### src/rtl/alu_operand_loader_pkg.sv
// Shared definitions for the ALU operand-entry stage: step states, ALU opcodes, default widths.
package alu_operand_loader_pkg;

  localparam int W_DEF   = 4;
  localparam int OPW_DEF = 3;

  // Encoding is visible on the board LEDs, so the values are fixed.
  typedef enum logic [1:0] {
    S_A    = 2'd0,
    S_B    = 2'd1,
    S_OP   = 2'd2,
    S_SHOW = 2'd3
  } step_state_t;

  localparam logic [OPW_DEF-1:0] OP_ADD = 3'd0;
  localparam logic [OPW_DEF-1:0] OP_SUB = 3'd1;
  localparam logic [OPW_DEF-1:0] OP_NOT = 3'd2;
  localparam logic [OPW_DEF-1:0] OP_AND = 3'd3;
  localparam logic [OPW_DEF-1:0] OP_OR  = 3'd4;
  localparam logic [OPW_DEF-1:0] OP_XOR = 3'd5;
  localparam logic [OPW_DEF-1:0] OP_CMP = 3'd6;
  localparam logic [OPW_DEF-1:0] OP_EQ  = 3'd7;

endpackage

### src/rtl/alu_operand_loader_btn_debounce.sv
// Push-button conditioner: 2-FF synchronizer, stability counter, one-cycle pulse on accepted press.
module btn_debounce #(
  parameter int DEB_CYC = 1000000
) (
  input  logic clk,
  input  logic rst_n,
  input  logic raw,
  output logic level,
  output logic rise
);

  localparam int CNT_W = $clog2(DEB_CYC + 1);
  localparam logic [CNT_W-1:0] CNT_MAX = CNT_W'(DEB_CYC - 1);

  logic             s1_q, s2_q;
  logic             level_q, level_d;
  logic             prev_q;
  logic [CNT_W-1:0] cnt_q, cnt_d;

  // A level change is accepted only after DEB_CYC consecutive disagreeing samples.
  always_comb begin
    level_d = level_q;
    cnt_d   = '0;
    if (s2_q != level_q) begin
      if (cnt_q == CNT_MAX) begin
        level_d = s2_q;
      end else begin
        cnt_d = cnt_q + 1'b1;
      end
    end
  end

  always_ff @(posedge clk or negedge rst_n) begin
    if (!rst_n) begin
      s1_q    <= 1'b0;
      s2_q    <= 1'b0;
      level_q <= 1'b0;
      prev_q  <= 1'b0;
      cnt_q   <= '0;
    end else begin
      s1_q    <= raw;
      s2_q    <= s1_q;
      level_q <= level_d;
      prev_q  <= level_q;
      cnt_q   <= cnt_d;
    end
  end

  assign level = level_q;
  assign rise  = level_q & ~prev_q;

endmodule

### src/rtl/alu_operand_loader.sv
// Operand-entry stage: each debounced button press captures A, then B, then the opcode.
module alu_operand_loader
  import alu_operand_loader_pkg::*;
#(
  parameter int W       = W_DEF,
  parameter int OPW     = OPW_DEF,
  parameter int DEB_CYC = 1000000
) (
  input  logic           clk,
  input  logic           rst_n,
  input  logic [W-1:0]   sw,
  input  logic [OPW-1:0] op_sw,
  input  logic           btn,
  output logic [W-1:0]   a,
  output logic [W-1:0]   b,
  output logic [OPW-1:0] op,
  output logic           opnd_valid,
  output logic [1:0]     step_state
);

  logic           step;
  logic           btn_level;
  logic [W-1:0]   sw_s1_q, sw_s2_q;
  logic [OPW-1:0] op_sw_s1_q, op_sw_s2_q;

  step_state_t    state_q, state_d;
  logic [W-1:0]   a_q, a_d, b_q, b_d;
  logic [OPW-1:0] op_q, op_d;
  logic           valid_q, valid_d;

  btn_debounce #(.DEB_CYC(DEB_CYC)) u_btn (
    .clk   (clk),
    .rst_n (rst_n),
    .raw   (btn),
    .level (btn_level),
    .rise  (step)
  );

  // Switches are quasi-static; the synchronizers only guard against metastability.
  always_ff @(posedge clk or negedge rst_n) begin
    if (!rst_n) begin
      sw_s1_q    <= '0;
      sw_s2_q    <= '0;
      op_sw_s1_q <= '0;
      op_sw_s2_q <= '0;
    end else begin
      sw_s1_q    <= sw;
      sw_s2_q    <= sw_s1_q;
      op_sw_s1_q <= op_sw;
      op_sw_s2_q <= op_sw_s1_q;
    end
  end

  always_comb begin
    state_d = state_q;
    a_d     = a_q;
    b_d     = b_q;
    op_d    = op_q;
    valid_d = valid_q;
    if (step) begin
      case (state_q)
        S_A: begin
          a_d     = sw_s2_q;
          valid_d = 1'b0;
          state_d = S_B;
        end
        S_B: begin
          b_d     = sw_s2_q;
          state_d = S_OP;
        end
        S_OP: begin
          op_d    = op_sw_s2_q;
          valid_d = 1'b1;
          state_d = S_SHOW;
        end
        S_SHOW: begin
          valid_d = 1'b0;
          state_d = S_A;
        end
        default: state_d = S_A;
      endcase
    end
  end

  always_ff @(posedge clk or negedge rst_n) begin
    if (!rst_n) begin
      state_q <= S_A;
      a_q     <= '0;
      b_q     <= '0;
      op_q    <= '0;
      valid_q <= 1'b0;
    end else begin
      state_q <= state_d;
      a_q     <= a_d;
      b_q     <= b_d;
      op_q    <= op_d;
      valid_q <= valid_d;
    end
  end

  assign a          = a_q;
  assign b          = b_q;
  assign op         = op_q;
  assign opnd_valid = valid_q;
  assign step_state = state_q;

  // The settled button level has no consumer here; only the press pulse is used.
  logic unused_level;
  assign unused_level = btn_level;

endmodule

### config.mk
export PLATFORM = sky130hd
export DESIGN_NAME = alu_operand_loader
export DESIGN_NICKNAME = d
export VERILOG_FILES = /design/src/rtl/alu_operand_loader_pkg.sv /design/src/rtl/alu_operand_loader_btn_debounce.sv /design/src/rtl/alu_operand_loader.sv
export SDC_FILE = /design/constraint.sdc
export NUM_CORES = 1
export LEC_CHECK = 0
export ABC_AREA = 1
export BUFFER_PORTS_ARGS = -buffer_cell sky130_fd_sc_hd__buf_2
export CORE_MARGIN = 3
export CORE_UTILIZATION = 41
export DETAILED_ROUTE_END_ITERATION = 7
export GPL_ROUTABILITY_DRIVEN = 1
export GPL_TIMING_DRIVEN = 0
export PLACE_DENSITY = 0.6
export REMOVE_ABC_BUFFERS = 1
export SKIP_LAST_GASP = 1
export SLEW_MARGIN = 5
export SYNTH_ARGS = -nofsm -noshare
export SYNTH_HDL_FRONTEND = slang
export SYNTH_SLANG_ARGS = --single-unit
### constraint.sdc
create_clock -name clk -period 1.9 [get_ports clk]
set_input_delay 0.38 -clock clk [delete_from_list [all_inputs] [get_ports clk]]
set_output_delay 0.38 -clock clk [all_outputs]
set_load 0.01 [all_outputs]
==> results of run 1 <==
stage by stage:
step | TNS, ns | total power [mW] | hold WS [ns]
2_1_floorplan | 0 | 1.18 | 0.0844
3_3_place_gp | -0.964 | 1.22 | 0.333
3_5_place_dp | -1.03 | 1.22 | 0.336
4_1_cts | 0 | 1.86 | 0.157
5_1_grt | 0 | 1.92 | 0.153
6_report | 0 | 1.83 | 0.168
routing by layer:
layer	track usage, %	up-vias	share of wire, %
met5	0	-	0
met1	20.2	764	48
met2	23.9	27	46
li1	-	801	-
met3	3.70	6	4.0
met4	6.08	0	1.7
flip-flops by register name, indices dropped and copies added (netlist names), 2 cells and up:
register     count
op               3
sw_s2_q          4
op_sw_s2_q       3
op_sw_s1_q       3
sw_s1_q          4
u_btn.cnt_q     20
a                4
b                4
step_state       2
path summary, 6_finish.rpt:
path / from / to / slack (ns) / depth (start not counted)
worst max-delay path: u_btn.level$_DFFE_PN0P_ / u_btn.cnt_q[9]$_DFF_PN0_ / 0.27 / 4
worst max register to register: u_btn.level$_DFFE_PN0P_ / u_btn.cnt_q[9]$_DFF_PN0_ / 0.27 / 4
worst min register to register: op_sw_s1_q[2]$_DFF_PN0_ / op_sw_s2_q[2]$_DFF_PN0_ / 0.36 / 0
max in group asynchronous: rst_n / u_btn.cnt_q[17]$_DFF_PN0_ / 0.96 / 1
min in group asynchronous: rst_n / u_btn.cnt_q[2]$_DFF_PN0_ / 0.27 / 1
worst min-delay path: sw[0] / sw_s1_q[0]$_DFF_PN0_ / 0.17 / 1
Yosys cell counts (2+ instances only):
cell and count:
sky130_fd_sc_hd__a21oi_1 3, sky130_fd_sc_hd__dfrtp_1 52, sky130_fd_sc_hd__ha_1 6, sky130_fd_sc_hd__inv_1 22, sky130_fd_sc_hd__mux2_2 4, sky130_fd_sc_hd__nand2_1 37, sky130_fd_sc_hd__nand2_2 7, sky130_fd_sc_hd__nand3_1 12
sky130_fd_sc_hd__nand3_2 2, sky130_fd_sc_hd__nand4_1 5, sky130_fd_sc_hd__nor2_1 43, sky130_fd_sc_hd__nor2_2 5, sky130_fd_sc_hd__nor2_4 4, sky130_fd_sc_hd__nor3_1 3, sky130_fd_sc_hd__o21ai_0 14, sky130_fd_sc_hd__xnor2_1 6
sky130_fd_sc_hd__xor2_1 4
cell families (layout without fill, tap and decap cells):
kind of cell             after synthesis  count (layout)  synth area share (%)
flip-flops                            52              52                  57.2
AO/OA/AOI/OAI                         19              19                  4.29
adder cells (fa/ha/maj)                6               6                  3.30
AND/OR/NAND/NOR                      121             121                  25.4
XOR/XNOR                              10              10                  3.85
buffers and inverters                 24              54                  3.96
multiplexers                           4               4                  1.98
critical path, stage by stage (launching register included):
cell	delay, ns
sky130_fd_sc_hd__dfrtp_1	0.43
sky130_fd_sc_hd__xnor2_2	0.60
sky130_fd_sc_hd__inv_1	0.22
sky130_fd_sc_hd__nand2_2	0.20
sky130_fd_sc_hd__nor2_1	0.07
area by class of cell:
| cell class | count | area [um^2] |
|---|---|---|
| clock buffers | 5 | 68.8 |
| clock inverters | 3 | 21.3 |
| fillers | 502 | 2670 |
| inverters | 23 | 86.3 |
| multi-input cells | 160 | 890 |
| flip-flops and latches | 52 | 1300 |
| well taps | 70 | 87.6 |
| repair buffers | 23 | 115 |
layout by cell type, fill, tap and decap left out:
cell type	n
sky130_fd_sc_hd__clkinvlp_4	1
sky130_fd_sc_hd__nand3_2	2
sky130_fd_sc_hd__buf_2	23
sky130_fd_sc_hd__or2_1	1
sky130_fd_sc_hd__xnor2_1	5
sky130_fd_sc_hd__o21bai_1	1
sky130_fd_sc_hd__inv_2	1
sky130_fd_sc_hd__dfrtp_1	52
sky130_fd_sc_hd__xnor2_2	1
sky130_fd_sc_hd__clkbuf_8	5
sky130_fd_sc_hd__inv_6	1
sky130_fd_sc_hd__nand4_1	5
sky130_fd_sc_hd__nand2_1	37
sky130_fd_sc_hd__inv_1	22
sky130_fd_sc_hd__ha_1	6
sky130_fd_sc_hd__clkinv_2	1
sky130_fd_sc_hd__a21oi_1	3
sky130_fd_sc_hd__nand3_4	1
sky130_fd_sc_hd__nor2_2	5
sky130_fd_sc_hd__and2_1	1
sky130_fd_sc_hd__xor2_1	4
sky130_fd_sc_hd__nor2_4	4
sky130_fd_sc_hd__nor3_1	3
sky130_fd_sc_hd__nand2_2	7
sky130_fd_sc_hd__mux2_2	4
sky130_fd_sc_hd__o21ai_0	14
sky130_fd_sc_hd__o21ai_1	1
sky130_fd_sc_hd__nor2_1	43
sky130_fd_sc_hd__nand3_1	12
power groups by stage:
stage                     registers (mW)  logic, mW  clock network, mW
after global placement              1.16     0.0559                  0
after global routing                1.14     0.0646              0.711
after detailed placement            1.16     0.0562                  0
after floorplan                     1.16     0.0197                  0
after CTS                           1.14     0.0571              0.667
final                               1.14     0.0536              0.636
what timing repair did:
action / 4_1_cts / 5_1_grt
endpoints found under the setup margin: 9 / 0
hold buffers: 0 / 0
endpoints found under the hold margin: 0 / 0
gates resized for setup: 1 / 0
==> results.md, run 1 <==
- The fraction of synthesized cell area taken by the top area cell type is a little under three fifths.
- The part of the total power dissipated in the clock network is between 30% and 40%.
- From bottom edge to top edge, the die measures 80.5 um.
- The via density per instance is around 4.8.
- After detailed routing, the number of remaining DRC violations is 0.
- Dividing the synthesized area by the synthesized cell count gives approximately 9.6 um^2.
- The die is between 80 and 90 um wide.
- The number of antenna violations at the first check in global routing is 0.
- The worst vdd rail ir drop is between 0.0005 and 0.0006 V.
- Once detailed placement completed, the half-perimeter wirelength came to between 2 and 3 mm.
- The H-tree was split into 2 levels.
- Across all layers, the routed design uses between 1,500 and 2,000 vias.
- In this run, the number of DRC markers left after iteration 0 of detailed routing was ~120.
- The detail route stage leaves a number of antenna-violating nets equal to 0.
- The maximum number of pins on one net before global-route repair is 53.
- The weighted congestion reported at the end of routability-driven placement is between 0.9 and 1.
- The worst path meets setup with ~0.27 ns of slack.
- The leakage power is 1.21 nW.
- The internal portion of the total power is around 1.4 mW.
- The share of synthesized area occupied by flip-flops and latches is approximately 57%.
- Setup violations remaining at the end of the flow were counted as 0.
- The hold violation count in the final report is 0.
- The count of buffers from port buffering is 23.
- The worst setup path is of the reg -> reg kind.
- The total track usage is 15.2%.
- The final core utilization is between 40% and 50%.
- The async set or reset register ratio after synthesis is 100%.
- The top achievable clock speed is 614 MHz.
- The floorplan has 26 rows.
- STA puts the critical path data arrival time at around 1.8 ns.
- Dividing the detail-routed wire length by the instance count gives ~13 um.
- Among all flip-flop cells after synthesis, the most frequent one is sky130_fd_sc_hd__dfrtp_1.
- For this design the ratio of total power to cell area is about 710 nW/um^2.
- The largest total area in the synthesized netlist belongs to sky130_fd_sc_hd__dfrtp_1.
- The critical path data required time is approximately 2.1 ns.
- The number of max-slew violations in the final report is 0.
- After synthesis, the netlist uses 24 different library cells.
- The netlist area before placement is ~2300 um^2.
- The number of post-CTS setup repair buffers is 0.
- The clock-pin slew on the worst setup and hold paths is roughly 0.10 ns.
- At the pin with the least slew margin, the transition time is between 1 and 1.5 ns.
- The final layout contains routed wiring with a total length of about 4.2 mm.
- The via count of the first global-routing pass was around 1,700.
- The initial core utilization is approximately 43%.
- The clock passes through at most 2 buffers.
- In the synthesized netlist, the number of instances is about 240.
- Of the cells placed in the final design, the portion with a size suffix greater than 1 is approximately a fifth.
- Summed over all nets, the switching power comes to 423 uW.
- The routed design could run at a clock period as short as ~1.6 ns.
- The number of ports placed on the die boundary is 24.
- The peak fanout along the critical path is 12.
- The clock latency reported for the late side of the worst-skew pair is 0.31 ns.
- For this run, the number of standard cells in the final layout without fillers is around 340.
- Setup repair after global routing left no endpoint under its margin.
- Counting flops with a built-in enable in the synthesized netlist gives 0.
- The CTS sink count is 52.
- Summed over all layers, the global routing overflow is 0.
- The synthesized design contains 52 register bits.
- The first detailed-routing pass took 5 iterations.
- The area growth from synthesis to final layout is 13.0%.
- The portion of total power attributed to sequential cells is 62.3%.
- The number of maximum-capacitance constraint violations is 0.
- After synthesis, the cell types taking the most area are sky130_fd_sc_hd__dfrtp_1 (57%), sky130_fd_sc_hd__nor2_1 (7.1%), sky130_fd_sc_hd__nand2_1 (6.1%).
- Combinational logic is responsible for under 10% of the overall power.
- The run finished with clean final reports.
- The placement-stage cell area is ~2500 um^2.
- The period utilization is 85.7%.
- The worst setup path is launched from a flip-flop.
- The die covers about 6500 um^2.
- The finished cells cover 2570 um^2.
- In this run switching power makes up 23.1% of total power.
- Once placement completed, the tool counted placed cells totaling ~330.
- CTS placed an instance of sky130_fd_sc_hd__clkbuf_8 at the clock tree root.
- The class of the worst hold path is in -> reg.
- The number of antenna repair diodes is 0.
- After the last flow step, the layout net total stands at between 200 and 300.
- STA classifies the critical path endpoint as a flip-flop.
- The core footprint is 5240 um^2.
- The number of warnings printed during yosys synthesis is 0.
- The headroom to the max-slew limit is around 27%.
- Across the routed clock network, the largest skew measured is ~0.0077 ns.
- The first-pass GRT wire length is 7.56 mm.
- The worst setup slack before clock tree synthesis is -0.155 ns.
- The TritonCTS clock tree is done.
- The number of CTS-inserted buffers is 5.
(Power assumes the default switching activity.)
==> run 2: changes to the inputs <==
--- a/config.mk
+++ b/config.mk
@@ -5,7 +5,6 @@
 export SDC_FILE = /design/constraint.sdc
 export NUM_CORES = 1
 export LEC_CHECK = 0
-export ABC_AREA = 1
 export BUFFER_PORTS_ARGS = -buffer_cell sky130_fd_sc_hd__buf_2
 export CORE_MARGIN = 3
 export CORE_UTILIZATION = 41
==> constraint.sdc (replaced) <==
create_clock -name clk -period 1.9 [get_ports clk]
set_input_delay 0.57 -clock clk [delete_from_list [all_inputs] [get_ports clk]]
set_output_delay 0.57 -clock clk [all_outputs]
set_load 0.01 [all_outputs]
==> results.md, run 2 <==
- The run finished, with violations left.
- The final reports fail on setup timing.
- In this run the tightest slew margin relative to its limit is between 20% and 30%.
- More flip-flops sit in one register than any other, and that register is u_btn.cnt_q.
- The post-route netlist has 30.0% of its cells at a drive strength greater than 1.
- Across the run, the number of max-cap violations was 0.
- During synthesis, Yosys emitted a total of 0 warnings.
- The number of hold-repair buffers added at the cts stage is 0.
- The clock drives 52 sinks.
- After the last flow step, the layout net total stands at 218.
- Pin placement for this block handled 24 I/O pins.
- No sink is reached through more buffers than the 2 on the longest clock path.
- STA puts the critical path data arrival time at ~2.2 ns.
- The worst-case IR drop observed on VDD is ~0.00025 V.
- The die covers ~5900 um^2.
- The cell total after placement is between 200 and 300.
- Entering global routing, the biggest net connects 53 pins.
- After the first detailed-routing iteration, the DRC count stood at around 60.
- The total track usage is about an eighth.
- By startpoint and endpoint, the worst setup path is classified as reg -> reg.
- Input and output buffers added on the ports amount to 23.
- On the critical path, the stage with the largest delay is an instance of sky130_fd_sc_hd__or4_4.
- The clock-pin slew on the worst setup and hold paths is around 0.090 ns.
- The initial core utilization is 43.2%.
- Leaving out fill and tap cells, the most frequent cells in the layout are sky130_fd_sc_hd__dfrtp_1 (51), sky130_fd_sc_hd__buf_2 (23), sky130_fd_sc_hd__nor2_1 (21), sky130_fd_sc_hd__xnor2_1 (14), sky130_fd_sc_hd__mux2_2 (12).
- The library cell used most frequently in the layout, excluding fill and tap cells, is sky130_fd_sc_hd__dfrtp_1.
- Sorting the synthesized cells by how often they occur yields sky130_fd_sc_hd__dfrtp_1 (52), sky130_fd_sc_hd__nor2_1 (22), sky130_fd_sc_hd__xnor2_1 (14).
- The largest single stage delay on the critical path is around 0.54 ns.
- The startpoint kind of the worst setup timing path is a flip-flop.
- The first-pass GRT wire length is between 6 and 7 mm.
- The number of antenna violations at the first check in global routing is 0.
- The routed wire length is approximately 3.5 mm.
- TritonCTS built the clock tree.
- Setup repair after global routing could not meet its margin everywhere.
- Counting flops and latches in the post-synthesis netlist gives 52.
- The via density per instance is approximately 4.9.
- The smallest clock period supported by the final layout is computed as around 2.0 ns.
- In this run the worst hold path is classified as reg -> reg.
- Summed over all instances, the cell type with the most area after synthesis is sky130_fd_sc_hd__dfrtp_1.
- Ranked by total cell area, the synthesized netlist is headed by sky130_fd_sc_hd__dfrtp_1 (63%), sky130_fd_sc_hd__mux2_2 (7.1%), sky130_fd_sc_hd__xnor2_1 (5.9%).
- The placement-stage cell area is 2250 um^2.
- In this run the biggest area consumer among cell types represents approximately 63% of the synthesized area.
- The clock reaches the later pin of the worst-skew pair after approximately 0.3 ns.
- The netlist area before placement is just over 2000 um^2.
- A synthesized cell averages approximately 13 um^2.
- The chip width is slightly below 80 um.
- The via count of the first global-routing pass is 1,341.
- Setup violations remaining at the end of the flow were counted as 21.
- The total number of vias is ~1,300.
- Compared with the post-synthesis result, the final layout area differs by 20.6%.
- The share of the Yosys chip area taken by registers is between 60% and 70%.
- The cell at the root of the clock tree is sky130_fd_sc_hd__clkbuf_8.
- The register with the most flip-flops in the layout has 20 of them.
- After global routing the overflow that remains totals 0.
- The weighted congestion reported at the end of routability-driven placement is 0.810.
- STA puts the critical path data required time at approximately 2.1 ns.
- The H-tree was split into 2 levels.
- The cell row count is 25.
- The async set or reset register ratio after synthesis is 100%.
- The family of cells with the greatest summed delay on the critical path is simple AND/OR/NAND/NOR gates.
- Summed over all cells, the static leakage comes to 1.15 nW.
- The power density over the cells is 769 nW/um^2.
- The period utilization is 104%.
- On the final layout, the worst clock skew is about 0.0091 ns.
- The buffer and inverter count on the worst path is 0.
- Walking the worst path, the cells encountered are or4_1, or4_4, nor2_4, mux2_4.
- The remaining routing DRC violations is 0.
- At the end of the flow the core is filled with cells to about 52%.
- The number of routed nets with antenna violations is 0.
- After routing the design area is ~2500 um^2.
- The core region is between 4000 and 5000 um^2.
- The floorplan step set the die height to ~77 um.
- STA classifies the critical path endpoint as a flip-flop.
- The HPWL after detailed placement is approximately 2.4 mm.
- The most frequent cell after synthesis is sky130_fd_sc_hd__dfrtp_1.
- In the synthesized netlist the dominant register cell turns out to be sky130_fd_sc_hd__dfrtp_1.
- The hold violation count in the final report is 0.
- The peak fanout along the critical path is 2.
- The number of CTS-inserted buffers is 5.
- The distinct cell type count after synthesis is 25.
- For the pin with the worst max-slew slack, the measured transition is approximately 1.1 ns.
- The number of max-slew violations in the final report was 0.
- Synthesis produced a netlist whose cell count is between 150 and 200.
- The number of standard cells in the final layout excluding fillers is 270.
- Setup slack on the critical path of the routed design comes to -0.0829 ns.
- In this run, synthesis inferred 0 flip-flops with an integrated enable.
- The routed wirelength normalized by instance count is around 13 um.
- The number of antenna repair diodes is 0.
- Derived from the worst setup path, the maximum achievable clock frequency is ~500 MHz.
- The detailed-routing iteration count for the pre-antenna-repair pass is 4.
[run 2: changes by cell type in the layout (fill, tap and decap cells not counted), moves of 3 or more]
cell | previous run | this run
sky130_fd_sc_hd__nand2_2 | 7 | 0
sky130_fd_sc_hd__nand2_1 | 37 | 9
sky130_fd_sc_hd__mux2_2 | 4 | 12
sky130_fd_sc_hd__nor4_1 | 0 | 4
sky130_fd_sc_hd__inv_1 | 22 | 7
sky130_fd_sc_hd__nor2_4 | 4 | 1
sky130_fd_sc_hd__xnor2_1 | 5 | 14
sky130_fd_sc_hd__buf_4 | 0 | 8
sky130_fd_sc_hd__nor2_1 | 43 | 21
sky130_fd_sc_hd__nand3_1 | 12 | 4
sky130_fd_sc_hd__o21ai_0 | 14 | 5
sky130_fd_sc_hd__nor2_2 | 5 | 0
[run 2: area by class of cell]
class,count,area (um^2)
repair buffers,32,195
clock buffers,5,68.8
fillers,430,2290
flip-flops and latches,52,1300
multi-input cells,104,773
clock inverters,3,42.5
well taps,67,83.8
inverters,7,26.3
[run 2: what timing repair did]
action,CTS,global route
buffers inserted,7,2
resized for setup,7,2
pin swaps,4,0
setup endpoints to repair,21,21
[run 2: per-layer routing]
metal	up-vias	global-route usage [%]	routed length, um
met5	-	0	0
met4	0	6.23	79
met3	9	3.29	129
met2	23	22.6	1820
met1	657	14.0	1430
li1	632	-	-
[run 2: final timing paths]
kind / from / cells past startpoint / endpoint / slack, ns
max in group asynchronous: rst_n / 1 / u_btn.cnt_q[8]$_DFF_PN0_ / 0.70
hold / removal: op_sw_s1_q[1]$_DFF_PN0_ / 0 / op_sw_s2_q[1]$_DFF_PN0_ / 0.35
setup reg to reg: u_btn.cnt_q[15]$_DFF_PN0_ / 4 / u_btn.level$_DFFE_PN0P_ / -0.08
setup / recovery: u_btn.cnt_q[15]$_DFF_PN0_ / 4 / u_btn.level$_DFFE_PN0P_ / -0.08
min in group asynchronous: rst_n / 1 / u_btn.cnt_q[6]$_DFF_PN0_ / 0.47
hold reg to reg: op_sw_s1_q[1]$_DFF_PN0_ / 0 / op_sw_s2_q[1]$_DFF_PN0_ / 0.35
[run 2: logic make-up (layout without fill, tap and decap cells)]
| group | count (synthesis) | in the layout | share of synthesized area [%] |
|---|---|---|---|
| buf+inv | 8 | 47 | 1.82 |
| compound gates | 8 | 8 | 2.66 |
| simple gates | 59 | 59 | 14.1 |
| xor+xnor | 16 | 16 | 6.78 |
| fa+ha+maj | 6 | 6 | 3.63 |
| flops | 52 | 52 | 63.0 |
| mux | 15 | 15 | 8.05 |
[run 2: worst reg2reg max path, delay by kind of cell, from the launching register on]
family	cells	cell delay, ns
flops	1	0.39
mux	1	0.30
simple gates	3	1.18
[run 2: stage by stage]
stage               TNS, ns  hold slack, ns  worst slack, ns  power, mW
detailed placement    -6.34           0.336           -0.346       1.21
floorplan             -1.24           0.274           -0.165       1.17
global placement      -4.56           0.332           -0.275       1.21
global route          -1.73           0.354           -0.121       2.00
CTS                  -0.470           0.355          -0.0669       1.95
finish               -0.658           0.352          -0.0829       1.92
[run 2: report_power, final]
group	internal, mW	total [mW]	switching (mW)
registers	1.13	1.14	0.0113
clock network	0.389	0.727	0.338
logic	0.0172	0.0512	0.0341
